--- src/rtl/store_drain_ctrl.sv ---
// rtl/store_drain_ctrl.sv - drains committed stores from the store queue into D-cache write requests
module store_drain_ctrl #(
    parameter int ADDRESS_SIZE    = 64,
    parameter int DATA_WIDTH      = 64,
    parameter int MAX_OUTSTANDING = 2
) (
    input  logic                      clk_i,
    input  logic                      rst_ni,
    input  logic                      halt_i,
    input  logic                      sq_valid_i,
    input  logic [ADDRESS_SIZE-1:0]   sq_paddr_i,
    input  logic [DATA_WIDTH-1:0]     sq_data_i,
    input  logic [DATA_WIDTH/8-1:0]   sq_be_i,
    output logic                      sq_pop_o,
    output logic                      req_o,
    output logic [ADDRESS_SIZE-1:0]   addr_o,
    output logic [DATA_WIDTH-1:0]     wdata_o,
    output logic [DATA_WIDTH/8-1:0]   be_o,
    input  logic                      gnt_i,
    input  logic                      rvalid_i,
    output logic                      no_st_pending_o,
    output logic                      resp_err_o,
    output logic [31:0]               drained_cnt_o
);

    localparam int BE_WIDTH = DATA_WIDTH / 8;
    localparam int OW       = $clog2(MAX_OUTSTANDING + 1);
    localparam logic [OW:0] MAX_EXT = (OW + 1)'(MAX_OUTSTANDING);

    typedef enum logic {
        S_IDLE = 1'b0,
        S_REQ  = 1'b1
    } state_t;

    state_t         state_q, state_d;
    logic [OW-1:0]  outst_q;
    logic [OW:0]    outst_proj;
    logic           grant;
    logic           ack_ok;
    logic           ack_bad;
    logic           issue_ok;
    logic           latch_en;

    assign grant   = (state_q == S_REQ) && gnt_i;
    assign ack_ok  = rvalid_i && (outst_q != '0);
    assign ack_bad = rvalid_i && (outst_q == '0);

    // Outstanding count as it will be after this edge; the new grant is counted
    // so a back-to-back latch can never push the count past the limit.
    assign outst_proj = {1'b0, outst_q}
                      + {{OW{1'b0}}, grant}
                      - {{OW{1'b0}}, ack_ok};

    assign issue_ok = sq_valid_i && !halt_i && (outst_proj < MAX_EXT);

    always_ff @(posedge clk_i or negedge rst_ni) begin
        if (!rst_ni) begin
            state_q <= S_IDLE;
        end else begin
            state_q <= state_d;
        end
    end

    always_comb begin
        state_d = state_q;
        case (state_q)
            S_IDLE: begin
                if (issue_ok) begin
                    state_d = S_REQ;
                end
            end
            S_REQ: begin
                if (gnt_i && !issue_ok) begin
                    state_d = S_IDLE;
                end
            end
            default: state_d = S_IDLE;
        endcase
    end

    always_comb begin
        latch_en = 1'b0;
        req_o    = 1'b0;
        case (state_q)
            S_IDLE: begin
                latch_en = issue_ok;
            end
            S_REQ: begin
                req_o    = 1'b1;
                latch_en = gnt_i && issue_ok;
            end
            default: begin
                latch_en = 1'b0;
                req_o    = 1'b0;
            end
        endcase
    end

    // The pop is combinational, so it is masked while reset is held.
    assign sq_pop_o = latch_en && rst_ni;

    always_ff @(posedge clk_i or negedge rst_ni) begin
        if (!rst_ni) begin
            addr_o  <= '0;
            wdata_o <= '0;
            be_o    <= {BE_WIDTH{1'b0}};
        end else if (latch_en) begin
            addr_o  <= sq_paddr_i;
            wdata_o <= sq_data_i;
            be_o    <= sq_be_i;
        end
    end

    always_ff @(posedge clk_i or negedge rst_ni) begin
        if (!rst_ni) begin
            outst_q       <= '0;
            drained_cnt_o <= '0;
            resp_err_o    <= 1'b0;
        end else begin
            outst_q <= outst_proj[OW-1:0];
            if (ack_ok) begin
                drained_cnt_o <= drained_cnt_o + 32'd1;
            end
            if (ack_bad) begin
                resp_err_o <= 1'b1;
            end
        end
    end

    assign no_st_pending_o = !sq_valid_i && (state_q == S_IDLE) && (outst_q == '0);

endmodule

--- config.mk ---
export PLATFORM = sky130hd
export DESIGN_NAME = store_drain_ctrl
export DESIGN_NICKNAME = d
export VERILOG_FILES = /design/src/rtl/store_drain_ctrl.sv
export SDC_FILE = /design/constraint.sdc
export NUM_CORES = 1
export LEC_CHECK = 0
export ABC_AREA = 1
export CAP_MARGIN = 20
export CORE_MARGIN = 4
export CORE_UTILIZATION = 43
export CTS_CLUSTER_DIAMETER = 150
export DETAILED_ROUTE_END_ITERATION = 7
export PLACE_DENSITY_LB_ADDON = 0.05
export SKIP_CTS_REPAIR_TIMING = 1
export SLEW_MARGIN = 20
export SYNTH_ARGS = -nofsm -noshare
export SYNTH_HDL_FRONTEND = slang
export SYNTH_SLANG_ARGS = --single-unit
--- constraint.sdc ---
create_clock -name clk_i -period 4.3 [get_ports clk_i]
set_input_delay 0.86 -clock clk_i [delete_from_list [all_inputs] [get_ports clk_i]]
set_output_delay 0.86 -clock clk_i [all_outputs]
set_load 0.01 [all_outputs]
==> results of run 1 <==
final cells by class:
| class | instances | share of cell area (%) |
|---|---|---|
| tap | 220 | 2.45 |
| multi-input combinational | 460 | 19.5 |
| antenna | 1 | 0.0223 |
| clock buffer | 20 | 3.98 |
| inverter | 169 | 5.65 |
| timing repair buffer | 320 | 28.5 |
| sequential | 172 | 38.3 |
| clock inverter | 11 | 1.50 |
cell families (layout without fill, tap and decap cells):
family	after synthesis	count (layout)
compound gates	140	140
xor+xnor	18	18
other cells	0	1
simple gates	298	298
fa+ha+maj	4	4
buf+inv	200	520
flops	172	172
synthesized netlist by cell type:
cell type                  instances  area (um2)
sky130_fd_sc_hd__nand2_1         217         815
sky130_fd_sc_hd__dfrtp_1         172        4300
sky130_fd_sc_hd__inv_1           169         634
sky130_fd_sc_hd__o21ai_1          70         350
sky130_fd_sc_hd__o21ai_0          66         330
sky130_fd_sc_hd__nor2_1           31         116
sky130_fd_sc_hd__nand3_1          16        80.1
sky130_fd_sc_hd__buf_2            11        55.1
sky130_fd_sc_hd__clkbuf_1         11        41.3
sky130_fd_sc_hd__nand4_1          10        62.6
sky130_fd_sc_hd__xnor2_1          10        87.6
sky130_fd_sc_hd__buf_6             8        90.1
sky130_fd_sc_hd__xor2_1            8        70.1
sky130_fd_sc_hd__nor2_2            6        37.5
sky130_fd_sc_hd__nor3_2            5        50.1
sky130_fd_sc_hd__nand3b_1          4        30.0
sky130_fd_sc_hd__nor3_1            4        20.0
sky130_fd_sc_hd__o21bai_1          4        30.0
sky130_fd_sc_hd__ha_1              3        37.5
sky130_fd_sc_hd__and2_1            1        6.26
sky130_fd_sc_hd__and3_1            1        6.26
sky130_fd_sc_hd__buf_4             1        7.51
sky130_fd_sc_hd__fa_1              1        20.0
sky130_fd_sc_hd__nand2_2           1        6.26
sky130_fd_sc_hd__nand3_4           1        17.5
sky130_fd_sc_hd__nor3b_1           1        7.51
through the flow:
| step | TNS (ps) | worst slack [ps] | utilization, % | hold slack (ps) | instances |
|---|---|---|---|---|---|
| 2_1_floorplan | 0 | 669 | - | 501 | 832 |
| 3_3_place_gp | -125 | -125 | 63.7 | 465 | 1341 |
| 3_5_place_dp | -157 | -157 | 63.7 | 472 | 1341 |
| 4_1_cts | -176 | -176 | 67.4 | 356 | 1372 |
| 5_1_grt | 0 | 43.3 | 67.5 | 380 | 1373 |
| 6_report | 0 | 250 | 67.5 | 362 | 1373 |
flip-flops by register name, indices dropped and copies added (netlist names):
| name | flops |
|---|---|
| addr_o | 64 |
| wdata_o | 64 |
| outst_q | 2 |
| resp_err_o | 1 |
| state_q | 1 |
| be_o | 8 |
| drained_cnt_o | 32 |
worst max-delay path: stages:
cell and delay, ps:
sky130_fd_sc_hd__clkdlybuf4s50_1 510, sky130_fd_sc_hd__inv_1 70, sky130_fd_sc_hd__nor2_1 140, sky130_fd_sc_hd__ha_1 240
sky130_fd_sc_hd__inv_1 60, sky130_fd_sc_hd__ha_1 150, sky130_fd_sc_hd__fa_1 430, sky130_fd_sc_hd__nor3b_1 210
sky130_fd_sc_hd__buf_4 160, sky130_fd_sc_hd__nand3_4 60, sky130_fd_sc_hd__nor2_1 90, sky130_fd_sc_hd__dlymetal6s2s_1 200
power by group:
group | total [mW] | switching [mW] | leakage, nW | internal [mW]
Combinational | 2.80 | 1.32 | 2.99 | 1.49
Sequential | 2.60 | 0.355 | 2.19 | 2.25
Clock | 1.60 | 0.620 | 0.300 | 0.984
Total | 7.01 | 2.29 | 5.47 | 4.72
per-layer routing:
| layer | global-route usage [%] | vias to the layer above | part of all wire, % |
|---|---|---|---|
| li1 | - | 3149 | - |
| met1 | 25.7 | 2766 | 41 |
| met2 | 35.3 | 224 | 47 |
| met3 | 8.77 | 23 | 9.7 |
| met4 | 6.66 | 0 | 1.8 |
| met5 | 0 | - | 0 |
worst max path at each step:
stage,start,end
2_1_floorplan,rvalid_i,sq_pop_o
3_3_place_gp,rvalid_i,sq_pop_o
3_5_place_dp,rvalid_i,sq_pop_o
4_1_cts,rvalid_i,sq_pop_o
5_1_grt,rvalid_i,sq_pop_o
6_report,rvalid_i,sq_pop_o
==> impl_metrics.sql, run 1 <==
INSERT INTO impl_metrics (metric_group, metric, value, unit) VALUES
('power_and_ir_drop', 'power-per-cell-area', '624', 'nW/um2'),
('floorplan', 'die_outline_area', '19200', 'um2'),
('finish', 'commonest_non_fill_non_tap_cells_in_the_layout', 'sky130_fd_sc_hd__clkdlybuf4s50_1, sky130_fd_sc_hd__nand2_1, sky130_fd_sc_hd__dfrtp_1', ''),
('floorplan', 'pin_count', '314', ''),
('floorplan', 'rows', '47', ''),
('grt', 'antenna_found_initial', '1', ''),
('worst_setup_path', 'cp-start-kind', 'input port', ''),
('finish', 'synthToLayoutAreaGrowth', '53.5', '%'),
('sta', 'final_period_minus_worst_setup_slack', '4050', 'ps'),
('grt', 'grt.total_usage', '21.4', '%'),
('routing', 'post_drt_wl_per_cell', '14.7', 'um'),
('worst_setup_path', 'worst_r2r_path_depth', '13', ''),
('floorplan', 'die-width', '138', 'um'),
('power_and_ir_drop', 'leakagePower', '5.47', 'nW'),
('finish', 'commonest_non_fill_non_tap_cell_in_the_layout', 'sky130_fd_sc_hd__clkdlybuf4s50_1', ''),
('worst_setup_path', 'path_max_fanout', '2', ''),
('logic_synthesis', 'synth_cells', '832', ''),
('sta', 'setup_viol_count_final', '0', ''),
('cts', 'clock-root-buffer', 'sky130_fd_sc_hd__clkbuf_16', ''),
('sta', 'final_hold_viol_count', '0', ''),
('routing', 'viasPerCell', '4.49', ''),
('logic_synthesis', 'synthXorXnorAreaFrac', '2.16', '%'),
('cts', 'count_of_clock_tree_sinks', '172', ''),
('cts', 'cts_tree', 'done', ''),
('run_status', 'status', 'completed', ''),
('sta', 'worst_clock_skew', '8.00', 'ps'),
('finish', 'filler_cell_count', '1395', ''),
('grt', 'grt_pass1_wl', '32.6', 'mm'),
('routing', 'num_vias', '6162', ''),
('sta', 'timing_max_transition_violations_final', '0', ''),
('finish', 'final_net_count', '1286', ''),
('worst_setup_path', 'critical_path.reg2reg.startpoint', 'outst_q[1]', ''),
('placement', 'detailed_place_hpwl', '15.2', 'mm'),
('logic_synthesis', 'synth_simple_gate_area_share', '17.2', '%'),
('logic_synthesis', 'syn-cell-area', '7310', 'um2'),
('routing', 'routed_wirelength', '20.2', 'mm'),
('routing', 'route.detailed.drc', '0', ''),
('logic_synthesis', 'synth-adder-area-share', '0.787', '%'),
('finish', 'postLayoutCellArea', '11200', 'um2'),
('worst_setup_path', 'critical_path.endpoint_type', 'primary output', ''),
('power_and_ir_drop', 'vdd_ir_drop_max', '0.000335', 'V'),
('grt', 'grt_start_max_net_pins', '129', ''),
('cts', 'clk_pin_slew_worst_paths', '60', 'ps'),
('placement', 'placement.io_buffers', '313', ''),
('logic_synthesis', 'yosys_register_bits', '172', ''),
('sta', 'final_min_period_over_clock_period', '94.2', '%'),
('grt', 'vias_in_the_first_global_route', '6156', ''),
('logic_synthesis', 'register_area_share_after_synthesis', '58.9', '%'),
('placement', 'finalWeightedCongestion', '0.829', ''),
('cts', 'cts_buffers', '17', ''),
('cts', 'htreeDepth', '4', ''),
('worst_setup_path', 'crit_type', 'input port to primary output', ''),
('sta', 'max_freq', '0.247', 'GHz'),
('floorplan', 'floorplan.initialDensity', '43.9', '%'),
('logic_synthesis', 'compound_gate_portion_of_the_synthesized_area', '9.72', '%'),
('cts', 'clock_insertion_delay_worst_skew', '420', 'ps'),
('logic_synthesis', 'avgSynthCellArea', '8.79', 'um2'),
('worst_setup_path', 'regToRegSetupSlack', '1110', 'ps'),
('logic_synthesis', 'muxShareOfSynthArea', '0', '%'),
('worst_hold_path', 'type_of_the_tightest_min_delay_check', 'input port to async pin', ''),
('cts', 'clock_tree.buffer_depth', '2', ''),
('finish', 'layout-drive-gt1-share', '4.43', '%'),
('grt', 'gr-total-overflow', '0', ''),
('routing', 'drt_pass1_iterations', '4', ''),
('logic_synthesis', 'synth_top_family_by_area', 'simple AND/OR/NAND/NOR gates', ''),
('sta', 'rsz0062_at_grt', 'false', ''),
('job', 'timing.max_cap.violations', '0', ''),
('finish', 'sequential_cell_area', '4300', 'um2'),
('power_and_ir_drop', 'power.total', '7.01', 'mW'),
('floorplan', 'die-height', '138', 'um'),
('sta', 'tightest_slew', '889', 'ps'),
('sta', 'timing.slew.headroom', '40.7', '%'),
('worst_setup_path', 'cp.arrival', '3190', 'ps'),
('worst_setup_path', 'regToRegEndpoint', 'wdata_o[60]', ''),
('placement', 'dpl-instance-area', '10600', 'um2'),
('finish', 'multi_input_comb_area', '2190', 'um2'),
('logic_synthesis', 'synthesis.yosys.warnings', '0', ''),
('routing', 'dr.first_iter.drc_count', '323', ''),
('floorplan', 'fp.coreArea', '16600', 'um2'),
('worst_setup_path', 'worst-endpoint-required', '3440', 'ps'),
('logic_synthesis', 'syn-num-nets', '978', ''),
('routing', 'drt.antenna.violating_nets', '0', ''),
('logic_synthesis', 'ys_types', '26', '');
No activity file was read; power rests on OpenSTA's default activity.
==> run 2: changes to the inputs <==
--- a/config.mk
+++ b/config.mk
@@ -7,7 +7,7 @@
 export LEC_CHECK = 0
 export ABC_AREA = 1
 export CAP_MARGIN = 20
-export CORE_MARGIN = 4
+export CORE_MARGIN = 5
 export CORE_UTILIZATION = 43
 export CTS_CLUSTER_DIAMETER = 150
 export DETAILED_ROUTE_END_ITERATION = 7
==> impl_metrics.sql, run 2 (same netlist as run 1, synthesis figures left out) <==
INSERT INTO impl_metrics (metric_group, metric, value, unit) VALUES
('floorplan', 'die-width', '140', 'um'),
('sta', 'max_freq', '0.250', 'GHz'),
('grt', 'use_met2', '34.9', '%'),
('grt', 'vias_in_the_first_global_route', '6024', ''),
('job', 'timing.max_cap.violations', '0', ''),
('floorplan', 'pin_count', '314', ''),
('power_and_ir_drop', 'leakagePower', '5.50', 'nW'),
('power_and_ir_drop', 'power-per-cell-area', '638', 'nW/um2'),
('worst_setup_path', 'cp.arrival', '3140', 'ps'),
('floorplan', 'rows', '47', ''),
('grt', 'antenna_found_initial', '0', ''),
('finish', 'postLayoutCellArea', '11300', 'um2'),
('finish', 'commonest_non_fill_non_tap_cells_in_the_layout', 'sky130_fd_sc_hd__clkdlybuf4s50_1, sky130_fd_sc_hd__nand2_1, sky130_fd_sc_hd__dfrtp_1', ''),
('grt', 'grt.met3_usage', '10.1', '%'),
('sta', 'timing_max_transition_violations_final', '0', ''),
('sta', 'timing.hold.ws', '298', 'ps'),
('worst_setup_path', 'crit_path_cell_trace', 'clkdlybuf4s50_1 -> inv_1 -> nor2_1 -> ha_1 -> inv_1 -> ha_1 -> fa_1 -> nor3b_1 -> buf_4 -> nand3_4 -> nor2_1 -> dlymetal6s2s_1', ''),
('placement', 'dpl-instance-area', '10600', 'um2'),
('routing', 'dr.first_iter.drc_count', '431', ''),
('power_and_ir_drop', 'power.total', '7.19', 'mW'),
('sta', 'final_period_minus_worst_setup_slack', '4000', 'ps'),
('grt', 'grt_pass1_wl', '33.2', 'mm'),
('sta', 'final_hold_viol_count', '0', ''),
('finish', 'synthToLayoutAreaGrowth', '54.2', '%'),
('routing', 'route.detailed.drc', '0', ''),
('worst_setup_path', 'cp.buffers_inverters', '5', ''),
('sta', 'worst_clock_skew', '14.0', 'ps'),
('routing', 'num_vias', '6162', ''),
('placement', 'detailed_place_hpwl', '15.4', 'mm'),
('sta', 'timing.slew.headroom', '38.6', '%'),
('sta', 'timing.setup.tns', '0', 'ps'),
('finish', 'final_core_util', '67.8', '%'),
('grt', 'gr-total-overflow', '0', ''),
('worst_setup_path', 'cpMaxStageDelayCell', 'sky130_fd_sc_hd__clkdlybuf4s50_1', ''),
('cts', 'cts_tree', 'done', ''),
('sta', 'tightest_slew', '921', 'ps'),
('grt', 'grt.met1_usage', '25.4', '%'),
('routing', 'routed_wirelength', '20.7', 'mm'),
('worst_hold_path', 'type_of_the_tightest_min_delay_check', 'input port to async pin', ''),
('floorplan', 'die_outline_area', '19700', 'um2'),
('cts', 'clock_insertion_delay_worst_skew', '440', 'ps'),
('finish', 'final_net_count', '1285', ''),
('cts', 'count_of_clock_tree_sinks', '172', ''),
('routing', 'drt_pass1_iterations', '4', ''),
('placement', 'finalWeightedCongestion', '0.811', ''),
('grt', 'grt.total_usage', '21.6', '%'),
('worst_setup_path', 'crit_type', 'input port to primary output', ''),
('sta', 'rsz0062_at_grt', 'false', ''),
('cts', 'clk_pin_slew_worst_paths', '60', 'ps'),
('sta', 'final_min_period_over_clock_period', '93.1', '%'),
('placement', 'dp.cells', '1340', ''),
('cts', 'cts_buffers', '17', ''),
('finish', 'number_of_non_filler_instances_in_the_completed_layout', '1372', ''),
('sta', 'finalWorstSetupSlack', '296', 'ps'),
('worst_setup_path', 'worst-endpoint-required', '3440', 'ps'),
('worst_setup_path', 'regToRegSetupSlack', '1010', 'ps'),
('run_status', 'status', 'completed', ''),
('power_and_ir_drop', 'vdd_ir_drop_max', '0.000419', 'V'),
('floorplan', 'die-height', '140', 'um'),
('cts', 'clock-root-buffer', 'sky130_fd_sc_hd__clkbuf_16', ''),
('placement', 'place_ws', '-145', 'ps'),
('finish', 'layout-drive-gt1-share', '4.34', '%'),
('worst_setup_path', 'worst_path_dominant_cell_family', 'buffers and inverters', ''),
('sta', 'setup_viol_count_final', '0', ''),
('grt', 'top_usage_layer', 'met2', ''),
('worst_setup_path', 'critical_path.endpoint_type', 'primary output', ''),
('routing', 'drt.antenna.violating_nets', '0', ''),
('cts', 'clock_tree.buffer_depth', '2', ''),
('routing', 'viasPerCell', '4.49', ''),
('finish', 'antenna_cells', '0', ''),
('floorplan', 'floorplan.initialDensity', '43.9', '%'),
('placement', 'placement.io_buffers', '313', ''),
('routing', 'post_drt_wl_per_cell', '15.1', 'um'),
('grt', 'grt_start_max_net_pins', '235', ''),
('worst_setup_path', 'cp-start-kind', 'input port', ''),
('cts', 'htreeDepth', '4', ''),
('finish', 'top_regs', 'addr_o: 64 flops, wdata_o: 64 flops, drained_cnt_o: 32 flops', ''),
('floorplan', 'fp.coreArea', '16600', 'um2'),
('worst_setup_path', 'path_max_fanout', '2', ''),
('worst_setup_path', 'critical_path.max_stage_delay', '500', 'ps'),
('finish', 'commonest_non_fill_non_tap_cell_in_the_layout', 'sky130_fd_sc_hd__clkdlybuf4s50_1', '');
[run 2: cell types whose count changed in the layout (fill, tap and decap cells not counted)]
cell,before,now
sky130_fd_sc_hd__bufinv_16,4,6
sky130_fd_sc_hd__buf_4,6,5
sky130_fd_sc_hd__inv_6,0,1
sky130_fd_sc_hd__clkbuf_8,1,2
sky130_fd_sc_hd__diode_2,1,0
sky130_fd_sc_hd__clkinv_2,3,1
sky130_fd_sc_hd__clkbuf_1,2,3
sky130_fd_sc_hd__clkinv_4,3,1
[run 2: cell type report]
| cell class | instances | area (um2) |
|---|---|---|
| repair buffers | 319 | 3190 |
| clock buffers | 22 | 464 |
| clock inverters | 10 | 210 |
| flip-flops and latches | 172 | 4300 |
| well taps | 220 | 275 |
| fillers | 1358 | 5370 |
| inverters | 169 | 634 |
| multi-input cells | 460 | 2190 |
[run 2: path summary, 6_finish.rpt]
kind / start / end / depth (start not counted)
max: rvalid_i / sq_pop_o / 12
min: rst_ni / addr_o[13] / 1
max reg2reg: outst_q[1] / addr_o[51] / 12
min reg2reg: addr_o[47] / addr_o[47] / 2
max in group asynchronous: rst_ni / addr_o[36] / 2
min in group clk_i: addr_o[47] / addr_o[47] / 2
[run 2: per-layer routing]
metal  vias to the layer above  wire length (um)
met5                         -                 0
met4                         0               511
met3                        30              2340
met2                       230              9840
met1                      2759              8010
li1                       3143                 -
[run 2: where the power goes]
part	internal, mW	switching, mW	leakage, nW
Sequential	2.25	0.364	2.19
Clock	1.12	0.634	0.325
Combinational	1.49	1.34	2.98
Total	4.86	2.34	5.50
==> run 3: changes to the inputs <==
--- a/config.mk
+++ b/config.mk
@@ -11,8 +11,10 @@
 export CORE_UTILIZATION = 43
 export CTS_CLUSTER_DIAMETER = 150
 export DETAILED_ROUTE_END_ITERATION = 7
+export GPL_ROUTABILITY_DRIVEN = 0
 export PLACE_DENSITY_LB_ADDON = 0.05
 export SKIP_CTS_REPAIR_TIMING = 1
+export SKIP_LAST_GASP = 1
 export SLEW_MARGIN = 20
 export SYNTH_ARGS = -nofsm -noshare
 export SYNTH_HDL_FRONTEND = slang
==> results of run 3 <==
Same layout as run 2: the final DEF is identical, and so are final timing and power.
